`config.mk`:
```
export PLATFORM = sky130hd
export DESIGN_NAME = max_int_serial
export DESIGN_NICKNAME = d
export VERILOG_FILES = /design/src/rtl/max_int_serial_pkg.sv /design/src/rtl/max_int_serial_bitcmp.sv /design/src/rtl/max_int_serial.sv
export SDC_FILE = /design/constraint.sdc
export NUM_CORES = 1
export LEC_CHECK = 0
export ABC_CLOCK_PERIOD_IN_PS = 1860
export CAP_MARGIN = 15
export CORE_MARGIN = 4
export CORE_UTILIZATION = 46
export DETAILED_ROUTE_END_ITERATION = 8
export PLACE_DENSITY = 0.76
export SLEW_MARGIN = 10
export SYNTH_ARGS = -nofsm -noshare
export SYNTH_HDL_FRONTEND = slang
export SYNTH_SLANG_ARGS = --single-unit
```
`constraint.sdc`:
```
create_clock -name clk -period 1.86 [get_ports clk]
set_input_delay 0.372 -clock clk [delete_from_list [all_inputs] [get_ports clk]]
set_output_delay 0.372 -clock clk [all_outputs]
set_load 0.005 [all_outputs]
```
`src/rtl/max_int_serial_pkg.sv`:
```
// Shared types for the bit-serial signed max block.
package max_int_serial_pkg;

    typedef enum logic [1:0] {
        IDLE = 2'd0,
        CMP  = 2'd1,
        DONE = 2'd2
    } state_t;

    // Bit-index counter width; kept at least one bit wide.
    function automatic int cnt_width(input int width);
        return (width > 2) ? $clog2(width) : 1;
    endfunction

endpackage

```
`src/rtl/max_int_serial_bitcmp.sv`:
```
// One-bit MSB-first compare cell: latches the first differing bit and reports whether B wins.
module max_int_serial_bitcmp (
    input  logic a,
    input  logic b,
    input  logic is_sign,
    input  logic decided_in,
    output logic decided_out,
    output logic b_gt_out
);

    logic differ;

    assign differ      = (a ^ b) & ~decided_in;
    assign decided_out = decided_in | differ;
    // On the sign bit a set 'a' means A is negative, so B is larger.
    assign b_gt_out    = differ & (is_sign ? a : b);

endmodule

```
`src/rtl/max_int_serial.sv`:
```
// Sequential signed max(A,B) using an MSB-first bit-serial compare.
// Build option: define MAX_INT_SERIAL_EARLY_EXIT_EN to leave the scan as soon as the result is decided.
module max_int_serial
    import max_int_serial_pkg::*;
#(
    parameter int WIDTH = 32
) (
    input  logic             clk,
    input  logic             rst_n,
    input  logic             in_valid,
    output logic             in_ready,
    input  logic [WIDTH-1:0] A,
    input  logic [WIDTH-1:0] B,
    output logic             out_valid,
    input  logic             out_ready,
    output logic [WIDTH-1:0] Y,
    output logic             busy
);

    localparam int CNT_W = cnt_width(WIDTH);

    state_t           state, state_nxt;
    logic [WIDTH-1:0] a_reg, b_reg, y_reg;
    logic [CNT_W-1:0] cnt;
    logic             decided, b_gt, last_bit;
    logic             cmp_exit, is_sign, dec_out, bgt_out;

    assign is_sign = (cnt == CNT_W'(WIDTH-1));

    max_int_serial_bitcmp u_bitcmp (
        .a           (a_reg[cnt]),
        .b           (b_reg[cnt]),
        .is_sign     (is_sign),
        .decided_in  (decided),
        .decided_out (dec_out),
        .b_gt_out    (bgt_out)
    );

`ifdef MAX_INT_SERIAL_EARLY_EXIT_EN
    assign cmp_exit = last_bit || decided;
`else
    assign cmp_exit = last_bit;
`endif

    always_ff @(posedge clk or negedge rst_n) begin
        if (!rst_n) begin
            state <= IDLE;
        end else begin
            state <= state_nxt;
        end
    end

    always_comb begin
        state_nxt = state;
        case (state)
            IDLE:    if (in_valid)  state_nxt = CMP;
            CMP:     if (cmp_exit)  state_nxt = DONE;
            DONE:    if (out_ready) state_nxt = IDLE;
            default:                state_nxt = IDLE;
        endcase
    end

    always_comb begin
        in_ready  = (state == IDLE);
        out_valid = (state == DONE);
        busy      = (state != IDLE);
    end

    // last_bit marks that bit 0 has been scanned, giving the extra cycle before DONE.
    always_ff @(posedge clk or negedge rst_n) begin
        if (!rst_n) begin
            a_reg    <= '0;
            b_reg    <= '0;
            y_reg    <= '0;
            cnt      <= '0;
            decided  <= 1'b0;
            b_gt     <= 1'b0;
            last_bit <= 1'b0;
        end else begin
            case (state)
                IDLE: begin
                    if (in_valid) begin
                        a_reg    <= A;
                        b_reg    <= B;
                        cnt      <= CNT_W'(WIDTH-1);
                        decided  <= 1'b0;
                        b_gt     <= 1'b0;
                        last_bit <= 1'b0;
                    end
                end
                CMP: begin
                    if (cmp_exit) begin
                        y_reg <= b_gt ? b_reg : a_reg;
                    end else begin
                        decided <= dec_out;
                        b_gt    <= b_gt | bgt_out;
                        if (cnt == '0) begin
                            last_bit <= 1'b1;
                        end else begin
                            cnt <= cnt - CNT_W'(1);
                        end
                    end
                end
                default: ;
            endcase
        end
    end

    assign Y = y_reg;

endmodule
```
* After elaboration in Yosys (flattened, before gate mapping)
Cells that the tools add are included. W data, S select, Z words.
Word-level totals: flip-flop bits (word level) 106, latch bits 0, RAM bits 0, memory bits (read-only) 0, output and inout bits 35, memories kept 0
Operators by class: add/subtract/negate cells 1, $mul 0, divide/modulo/power cells 0, order comparisons 1, equal/unequal tests 8, shifts and indexed selects 0, multiplexer cells 22, bitwise operators 6, reductions and logical operators 10
Operator list (count):
- $mux W32 | 1
- $mux W5 | 3
- $bmux W1 S5 | 2
- $pmux W5 S2 | 1
- $mux W1 | 8
- $ne A2 B2 Y1 const B | 4
- $lt A5 B6 Y1 const B | 1
- $mux W2 | 3
- $pmux W1 S2 | 3
- $pmux W2 S3 | 1
- $reduce_and A2 Y1 | 3
- $reduce_and A3 Y1 | 2
- $eq A5 B5 Y1 const B | 1
- $logic_not A5 Y1 | 1
- $sub A5 B1 Y5 const B | 1
- $reduce_and A4 Y1 | 1
- $reduce_bool A2 Y1 | 2
- $and A1 B1 Y1 | 2
- $eq A2 B1 Y1 const B | 1
- $eq A2 B2 Y1 const B | 1
- $logic_not A2 Y1 | 1
- $ne A2 B1 Y1 const B | 1
- $or A1 B1 Y1 | 2
- $not A1 Y1 | 1
- $xor A1 B1 Y1 | 1

* Depth between registers and ports, before layout
Gate-level depths: netlist of the first run.
depth in word-level cells 8, depth in mapped cells 9, gate-level depth less buffers 7

* By module
Synthesis of the first run repeated with hierarchy kept, for this count alone.
Unflattened totals: cell total of the unflattened synthesis 381, area total of the unflattened synthesis 4981.0 um^2
By module, submodules not included:
- max_int_serial | times used 1, cells each 376, area an instance 4941.0 um^2, seq. area each 2652.5 um^2
- max_int_serial_bitcmp | times used 1, cells each 5, area an instance 40.0 um^2, seq. area each 0.0 um^2

* Worst setup path after synthesis of the first run
No wires, ideal clock.
path type register to register, start point reg cnt[0], end point reg cnt[3], arrival 1.759 ns, required time 1.726 ns, path slack -0.032 ns, cell stages (with the launch flop) 9, path buffers 2, clock period less this slack 1.892 ns, path through dfrtp_1 -> buf_6 -> buf_2 -> inv_1 -> ha_1 -> and4bb_2 -> nor4_1 -> xnor2_1 -> nand2_1
Between the ends: longest elaborated chain between the ends 4, elaborated cells between the ends (all ways) 7, classes of those cells add/sub: 1; eq/ne: 1; mux: 3; reduce/logical: 2
Ends and longest elaborated chain:
- start: declaration | line max_int_serial.sv:24 | logic [CNT_W-1:0] cnt;
- start signal: assignment | line max_int_serial.sv:85 | cnt <= CNT_W'(WIDTH-1);
- start signal: assignment | line max_int_serial.sv:100 | cnt <= cnt - CNT_W'(1);
- $sub A5 B1 Y5 | line max_int_serial.sv:100
- $mux W5 | line max_int_serial.sv:97 | if (cnt == '0) begin
- $mux W5 | line max_int_serial.sv:92 | if (cmp_exit) begin
- $pmux W5 S2 | line max_int_serial.sv:80 | case (state)
Parallel ways exist; a longest one is shown, timed or not. The select of a mux whose other input is x is not followed. A chain may end at the register's enable or synchronous reset.

* Worst setup path after layout of the first run
start point reg cnt[0], end point reg decided
Between the ends: longest elaborated chain between the ends 7, elaborated cells between the ends (all ways) 9, classes of those cells mux: 6; bitwise: 3
Ends and longest elaborated chain:
- $bmux W1 S5 (on tied branches) | line max_int_serial.sv:31, max_int_serial.sv:32
- $mux W1 (on tied branches) | line max_int_serial.sv:31, max_int_serial.sv:32
- $xor A1 B1 Y1 * | line max_int_serial_bitcmp.sv:13 | assign differ = (a ^ b) & ~decided_in;
- $and A1 B1 Y1 * | line max_int_serial_bitcmp.sv:13
- $or A1 B1 Y1 * | line max_int_serial_bitcmp.sv:14 | assign decided_out = decided_in | differ;
- $mux W1 * | line max_int_serial.sv:92
- $pmux W1 S2 * | line max_int_serial.sv:80
- end signal: assignment | line max_int_serial.sv:95 | decided <= dec_out;
- end: declaration | line max_int_serial.sv:25 | logic decided, b_gt, last_bit;
Mark *: on every way between the ends. The rest lies on a longest branch, timed or not. The select of a mux whose other input is x is not followed.

==> results of run 1 <==
## synthesized netlist by cell type (2+ instances only)
library cell | n | area share (%)
nand2_1 | 233 | 18
mux2i_1 | 41 | 8.3
clkbuf_1 | 25 | 1.9
dfrtp_1 | 106 | 54
nand2b_1 | 3 | 0.38
inv_1 | 7 | 0.53
xnor2_1 | 3 | 0.53
or2_2 | 2 | 0.25
o22a_1 | 2 | 0.35
mux2_2 | 8 | 1.8
o221a_2 | 3 | 0.68
ha_1 | 3 | 0.76
nor2_1 | 7 | 0.53
nand3_1 | 2 | 0.20
o22ai_1 | 5 | 0.63
buf_2 | 2 | 0.20
o211ai_1 | 3 | 0.45
a21oi_1 | 3 | 0.30
o21ai_0 | 38 | 3.8
buf_1 | 3 | 0.23
mux4_2 | 8 | 3.6
## kinds of logic (layout without fill, tap and decap cells)
group | count (synthesis) | in the layout | synth area share, %
buf+inv | 39 | 153 | 3.24
compound gates | 57 | 57 | 7.13
flops | 106 | 106 | 53.6
simple gates | 260 | 260 | 21.0
fa+ha+maj | 3 | 3 | 0.758
xor+xnor | 3 | 3 | 0.531
mux | 57 | 57 | 13.8
## per-stage QoR
stage	hold slack (ns)	TNS (ns)	setup WS, ns
after floorplan	0.0764	0	0.00663
after global placement	0.341	-0.0449	-0.0240
after detailed placement	0.346	-0.158	-0.0807
after CTS	0.493	-0.200	-0.107
after global routing	0.513	-0.533	-0.214
final	0.486	-0.244	-0.128
## what timing repair did
action                                 in CTS  in global routing
setup endpoints to repair                   6                  6
hold buffers                                1                  0
endpoints found under the hold margin      31                  0
buffers inserted                            4                  3
pin swaps                                   3                  1
gates resized for setup                    11                  3
## critical path: stages (launching register included)
cell and delay [ns]:
dfrtp_1 0.38, buf_6 0.13, mux4_2 0.50, o22ai_2 0.17, nor2_2 0.07, o41ai_4 0.39, xnor2_1 0.16, a21boi_1 0.08
## final cells by class
type                    count  area, µm²  share of cell area, %
repair buffers            130       1280                   19.7
multi-input cells         380       2170                   33.4
clock buffers              10        128                   1.96
clock inverters             6       67.6                   1.04
inverters                   7       26.3                  0.404
well taps                 136        170                   2.62
flip-flops and latches    106       2660                   40.8
## how the worst max path moves through the flow
| stage | endpoint | depth (start not counted) | slack, ns | from |
|---|---|---|---|---|
| after floorplan | b_gt$_DFFE_PN0P_ | 6 | 0.007 | cnt[0]$_DFFE_PN0P_ |
| after global placement | b_gt$_DFFE_PN0P_ | 6 | -0.02 | cnt[0]$_DFFE_PN0P_ |
| after detailed placement | decided$_DFFE_PN0P_ | 7 | -0.08 | cnt[0]$_DFFE_PN0P_ |
| after CTS | decided$_DFFE_PN0P_ | 7 | -0.11 | cnt[0]$_DFFE_PN0P_ |
| after global routing | decided$_DFFE_PN0P_ | 7 | -0.21 | cnt[0]$_DFFE_PN0P_ |
| final | decided$_DFFE_PN0P_ | 7 | -0.13 | cnt[0]$_DFFE_PN0P_ |
## cell usage in the layout, fill, tap and decap left out, drive strengths merged, types with 2 or more instances in the layout
cell / netlist / layout
a21oi: 3 / 3
o211ai: 3 / 3
o22a: 2 / 2
dlymetal6s2s: 0 / 2
xnor2: 3 / 3
nor2: 7 / 7
o22ai: 5 / 5
dfrtp: 106 / 106
o21ai: 38 / 38
mux2: 8 / 8
clkinv: 0 / 3
o221a: 3 / 3
clkdlybuf4s50: 0 / 98
clkinvlp: 0 / 2
nand2b: 3 / 3
inv: 7 / 7
or2: 2 / 2
mux2i: 41 / 41
buf: 7 / 28
clkbuf: 25 / 10
nand2: 233 / 233
ha: 3 / 3
mux4: 8 / 8
and2: 2 / 2
nand3: 2 / 2
## power groups by stage
stage	sequential, mW	combinational (mW)	clock, mW
6_report	4.11	4.60	1.39
4_1_cts	4.11	4.60	1.42
3_5_place_dp	4.14	4.44	0
2_1_floorplan	3.91	2.92	0
3_3_place_gp	4.09	4.31	0
5_1_grt	4.25	5.12	1.51
## metal layers
layer | vias to the layer above | track usage [%]
met1 | 1915 | 26.1
met2 | 136 | 32.3
met4 | 0 | 4.95
li1 | 1937 | -
met5 | - | 0
met3 | 17 | 4.24
==> summary.md, run 1 <==
| Metric | Value |
|---|---|
| Min Tclk post-route | `1.99 ns` |
| Post-Syn Nets | `596` |
| Worst Slack Setup Final | `-0.128 ns` |
| Cell internal pwr | `6.38 mW` |
| Post-Route WL | `11.9 mm` |
| Worst-margin pin slew | `0.440 ns` |
| Outcome | `finished, violations left` |
| Clock buffer depth | `2` |
| Area growth syn-to-layout | `31.3%` |
| Via Count | `4005` |
| Number of port buffers | `102` |
| Unrepaired setup endpoints after global routing | `true` |
| DP Wirelength | `9.00 mm` |
| Syn Std Cell Area | `4950 µm²` |
| Switching power | `3.72 mW` |
| M1 wire length | `5.35 mm` |
| Die H | `112 µm` |
| Met3 WL post-DR | `632 µm` |
| Initial Util | `47.5%` |
| Post-DR wirelength/cell | `15.4 µm` |
| First-pass GRT wire length | `19.9 mm` |
| Fin util | `62.4%` |
| Antenna Cells | `0` |
| Final Skew | `0.0103 ns` |
| Logic pwr share | `45.6%` |
| Worst EP arrival | `2.24 ns` |
| Reg-to-reg endpoint | `decided$_DFFE_PN0P_` |
| Total Nets Final | `705` |
| Die extent in x | `112 µm` |
| TritonCTS clock tree | `yes` |
| Reg power frac | `40.7%` |
| Violated checks | `setup timing` |
| Die area | `12500 µm²` |
| Worst skew pair latency | `0.37 ns` |
| Proportion of layout cells with a drive suffix above 1 | `12.1%` |
| Gr usage total | `19.5%` |
| EDFF count, synth | `0` |
| Highest metal used | `met4` |
| Vias in the first global route | `4118` |
| Max-slew violation count | `0` |
| Placed inst area | `6200 µm²` |
| Post-detailed-route count of antenna-violating nets | `0` |
| Avg Inst Size Synth | `9.43 µm²` |
| Critical path fanouts, max | `4` |
| Synth Flop Type | `dfrtp_1` |
| Cells after Synth | `525` |
| Peak VDD IR | `0.723 mV` |
| MaxCap Viol Count | `0` |
| R2R Setup Slk | `-0.13 ns` |
| Netlist cell types | `39` |
| Clk slew on worst S/H paths | `0.09 ns` |
| Sink Count | `106` |
| P_leak | `3.14 nW` |
| Fill count | `855` |
| Sequential-to-total area share from yosys stat | `53.6%` |
| I/O Pins | `103` |
| Synth Register Bits | `106` |
| Power after layout | `10.1 mW` |
| Pin count of the biggest net entering global routing | `47` |
| Via/cell ratio | `5.17` |
| Post-route cell area | `6500 µm²` |
| Normalized max-slew margin | `70.7%` |
| FFs w/ async S/R, synth | `100%` |
| Initial DRC Count | `220` |
| Switching Share | `36.9%` |
| Post-route insts no fill | `775` |
| Clock H-tree levels | `3` |
| Placed instance count | `752` |
| Initial antenna violation count | `0` |
| Worst hold path class | `input pin to async pin` |
| Drc violations | `0` |
| Grt ovf | `0` |
| First-pass detailed-route iteration total | `5` |
| CTS buffer count | `9` |
| Crit Path Class | `flop to flop` |
| Crit. End Element | `flop` |
| Period utilization | `107%` |
| Worst R2R Start | `cnt[0]$_DFFE_PN0P_` |
| Power Dens Cells | `1550 nW/µm²` |
| Core ar. | `10400 µm²` |
| Row count | `37` |
| Critical Path RT | `2.11 ns` |
| Worst-case reg-to-reg path depth | `7` |
| Fmax | `503 MHz` |
| Final GP Congestion | `0.866` |
| Ys Warns | `0` |
| Critical Path Start Type | `flop` |
| Root buffer cell | `clkbuf_8` |
| Met2 wire len | `5.77 mm` |
| Setup Viol. Count Final | `2` |
| Final Hold Vio Count | `0` |
| Clk network pwr share | `13.8%` |
(Power assumes the default switching activity.)
==> run 2: changes to the inputs <==
--- a/config.mk
+++ b/config.mk
@@ -11,6 +11,7 @@
 export CORE_UTILIZATION = 46
 export DETAILED_ROUTE_END_ITERATION = 8
 export PLACE_DENSITY = 0.76
+export SKIP_CTS_REPAIR_TIMING = 1
 export SLEW_MARGIN = 10
 export SYNTH_ARGS = -nofsm -noshare
 export SYNTH_HDL_FRONTEND = slang
==> summary.md, run 2 (synthesis results as in run 1) <==
| Metric | Value |
|---|---|
| Outcome | `finished, violations left` |
| Violated checks | `setup timing` |
| Period utilization | `106% (-1.0 points)` |
| Vias in the first global route | `4106 (-0.29%)` |
| I/O Pins | `103 (unchanged)` |
| Clock buffer depth | `2 (unchanged)` |
| TritonCTS clock tree | `yes` |
| Post-detailed-route count of antenna-violating nets | `0 (unchanged)` |
| Clk slew on worst S/H paths | `0.09 ns (about the same)` |
| Sink Count | `106 (unchanged)` |
| Pin count of the biggest net entering global routing | `47 (unchanged)` |
| First-pass detailed-route iteration total | `5 (unchanged)` |
| Power Dens Cells | `1560 nW/µm² (+0.54%)` |
| Reg-to-reg endpoint | `decided$_DFFE_PN0P_` |
| Die H | `112 µm (unchanged)` |
| Row count | `37 (unchanged)` |
| Normalized max-slew margin | `70.5% (-0.15 points)` |
| Die extent in x | `112 µm (unchanged)` |
| Clock H-tree levels | `3 (unchanged)` |
| CTS buffer count | `9 (unchanged)` |
| Total Nets Final | `704 (-0.14%)` |
| Unrepaired setup endpoints after global routing | `true` |
| Number of port buffers | `102 (unchanged)` |
| Die area | `12500 µm² (unchanged)` |
| Via Count | `4046 (+1.0%)` |
| R2R Setup Slk | `-0.11 ns (+0.02 ns)` |
| Worst hold path class | `input pin to async pin` |
| Area growth syn-to-layout | `31.9%` |
| Proportion of layout cells with a drive suffix above 1 | `12.4% (+0.33 points)` |
| First-pass GRT wire length | `19.7 mm (-0.69%)` |
| Setup Viol. Count Final | `2 (unchanged)` |
| Worst Slack Setup Final | `-0.109 ns (+0.0192 ns)` |
| Post-DR wirelength/cell | `15.7 µm (+1.7%)` |
| P_leak | `3.15 nW (+0.58%)` |
| Worst-case reg-to-reg path depth | `7 (unchanged)` |
| Initial Util | `47.5% (unchanged)` |
| Power after layout | `10.2 mW (+0.96%)` |
| Fmax | `508 MHz (+0.97%)` |
| Critical Path RT | `2.11 ns (about the same)` |
| Worst EP arrival | `2.22 ns (-0.02 ns)` |
| Placement Setup Slack | `-0.0807 ns (unchanged)` |
| Initial antenna violation count | `0 (unchanged)` |
| Crit. End Element | `flop` |
| Core ar. | `10400 µm² (unchanged)` |
| Min Tclk post-route | `1.97 ns (-0.0192 ns)` |
| Most common cell after layout, fill and taps aside | `nand2_1` |
| MaxCap Viol Count | `0 (unchanged)` |
| Gr usage total | `19.3% (-0.14 points)` |
| Antenna Cells | `0 (unchanged)` |
| Worst skew pair latency | `0.37 ns (about the same)` |
| Fin util | `62.7% (+0.26 points)` |
| Critical Path Source | `cnt[0]$_DFFE_PN0P_` |
| Most frequent cells in the layout | `nand2_1, dfrtp_1, clkdlybuf4s50_1` |
| Via/cell ratio | `5.23 (+1.2%)` |
| Root buffer cell | `clkbuf_8` |
| Crit Path Class | `flop to flop` |
| Drc violations | `0 (unchanged)` |
| Fin Hold WS | `0.484 ns (-0.00192 ns)` |
| Initial DRC Count | `218 (-0.91%)` |
| Critical Path Start Type | `flop` |
| Critical path fanouts, max | `4 (unchanged)` |
| Final GP Congestion | `0.866 (unchanged)` |
| Peak VDD IR | `0.727 mV (+0.54%)` |
| Post-Route WL | `12.1 mm (+1.6%)` |
| Final Hold Vio Count | `0 (unchanged)` |
| Final Skew | `0.0115 ns (+0.00125 ns)` |
| Max-slew violation count | `0 (unchanged)` |
| Grt ovf | `0 (unchanged)` |
| DP Wirelength | `9.00 mm (unchanged)` |
| Worst-margin pin slew | `0.442 ns (+0.00225 ns)` |
| Worst R2R Start | `cnt[0]$_DFFE_PN0P_` |
## run 2: cell types whose count changed in the layout (fill, tap and decap cells not counted), sizes merged
cell | before | now
buf | 28 | 27
dlygate4sd2 | 1 | 0
dlymetal6s2s | 2 | 3
## run 2: area by class of cell
| cell class | count | area (µm²) |
|---|---|---|
| well taps | 136 | 170 |
| clock buffers | 10 | 128 |
| multi-input cells | 380 | 2190 |
| repair buffers | 129 | 1290 |
| flip-flops and latches | 106 | 2660 |
| fillers | 853 | 3890 |
| inverters | 7 | 26.3 |
| clock inverters | 6 | 67.6 |
## run 2: critical path, cell delays in order, from the launching register on
cell      delay (ns)
dfrtp_1         0.37
buf_6           0.12
mux4_2          0.49
o22ai_2         0.17
nor2_2          0.07
o41ai_4         0.39
xnor2_1         0.17
a21boi_1        0.08
## run 2: how the worst max path moves through the flow
stage / to / slack, ns / depth (start not counted)
4_1_cts: in_ready / -0.15 / 2
6_report: decided$_DFFE_PN0P_ / -0.11 / 7
3_3_place_gp: b_gt$_DFFE_PN0P_ / -0.02 / 6
5_1_grt: decided$_DFFE_PN0P_ / -0.21 / 9
2_1_floorplan: b_gt$_DFFE_PN0P_ / 0.007 / 6
3_5_place_dp: decided$_DFFE_PN0P_ / -0.08 / 7
## run 2: per-layer routing
layer / routed length, µm / up-vias / GRT usage [%]
met1: 5330 / 1951 / 25.9
li1: - / 1937 / -
met3: 648 / 18 / 4.13
met5: 0 / - / 0
met2: 5950 / 140 / 32.0
met4: 196 / 0 / 5.19
## run 2: report_power, final
part           total (mW)  switching [mW]  internal, mW
Combinational        4.69            2.22          2.47
Sequential           4.12           0.792          3.32
Clock                1.39           0.769         0.625
## run 2: metrics by stage
step | instances | instance area [µm²] | TNS, ns
finish | 774 | 6530 | -0.196
global route | 774 | 6530 | -0.387
CTS | 768 | 6400 | -0.534
detailed placement | 752 | 6200 | -0.158
global placement | 752 | 6200 | -0.0449
floorplan | 525 | 4950 | 0
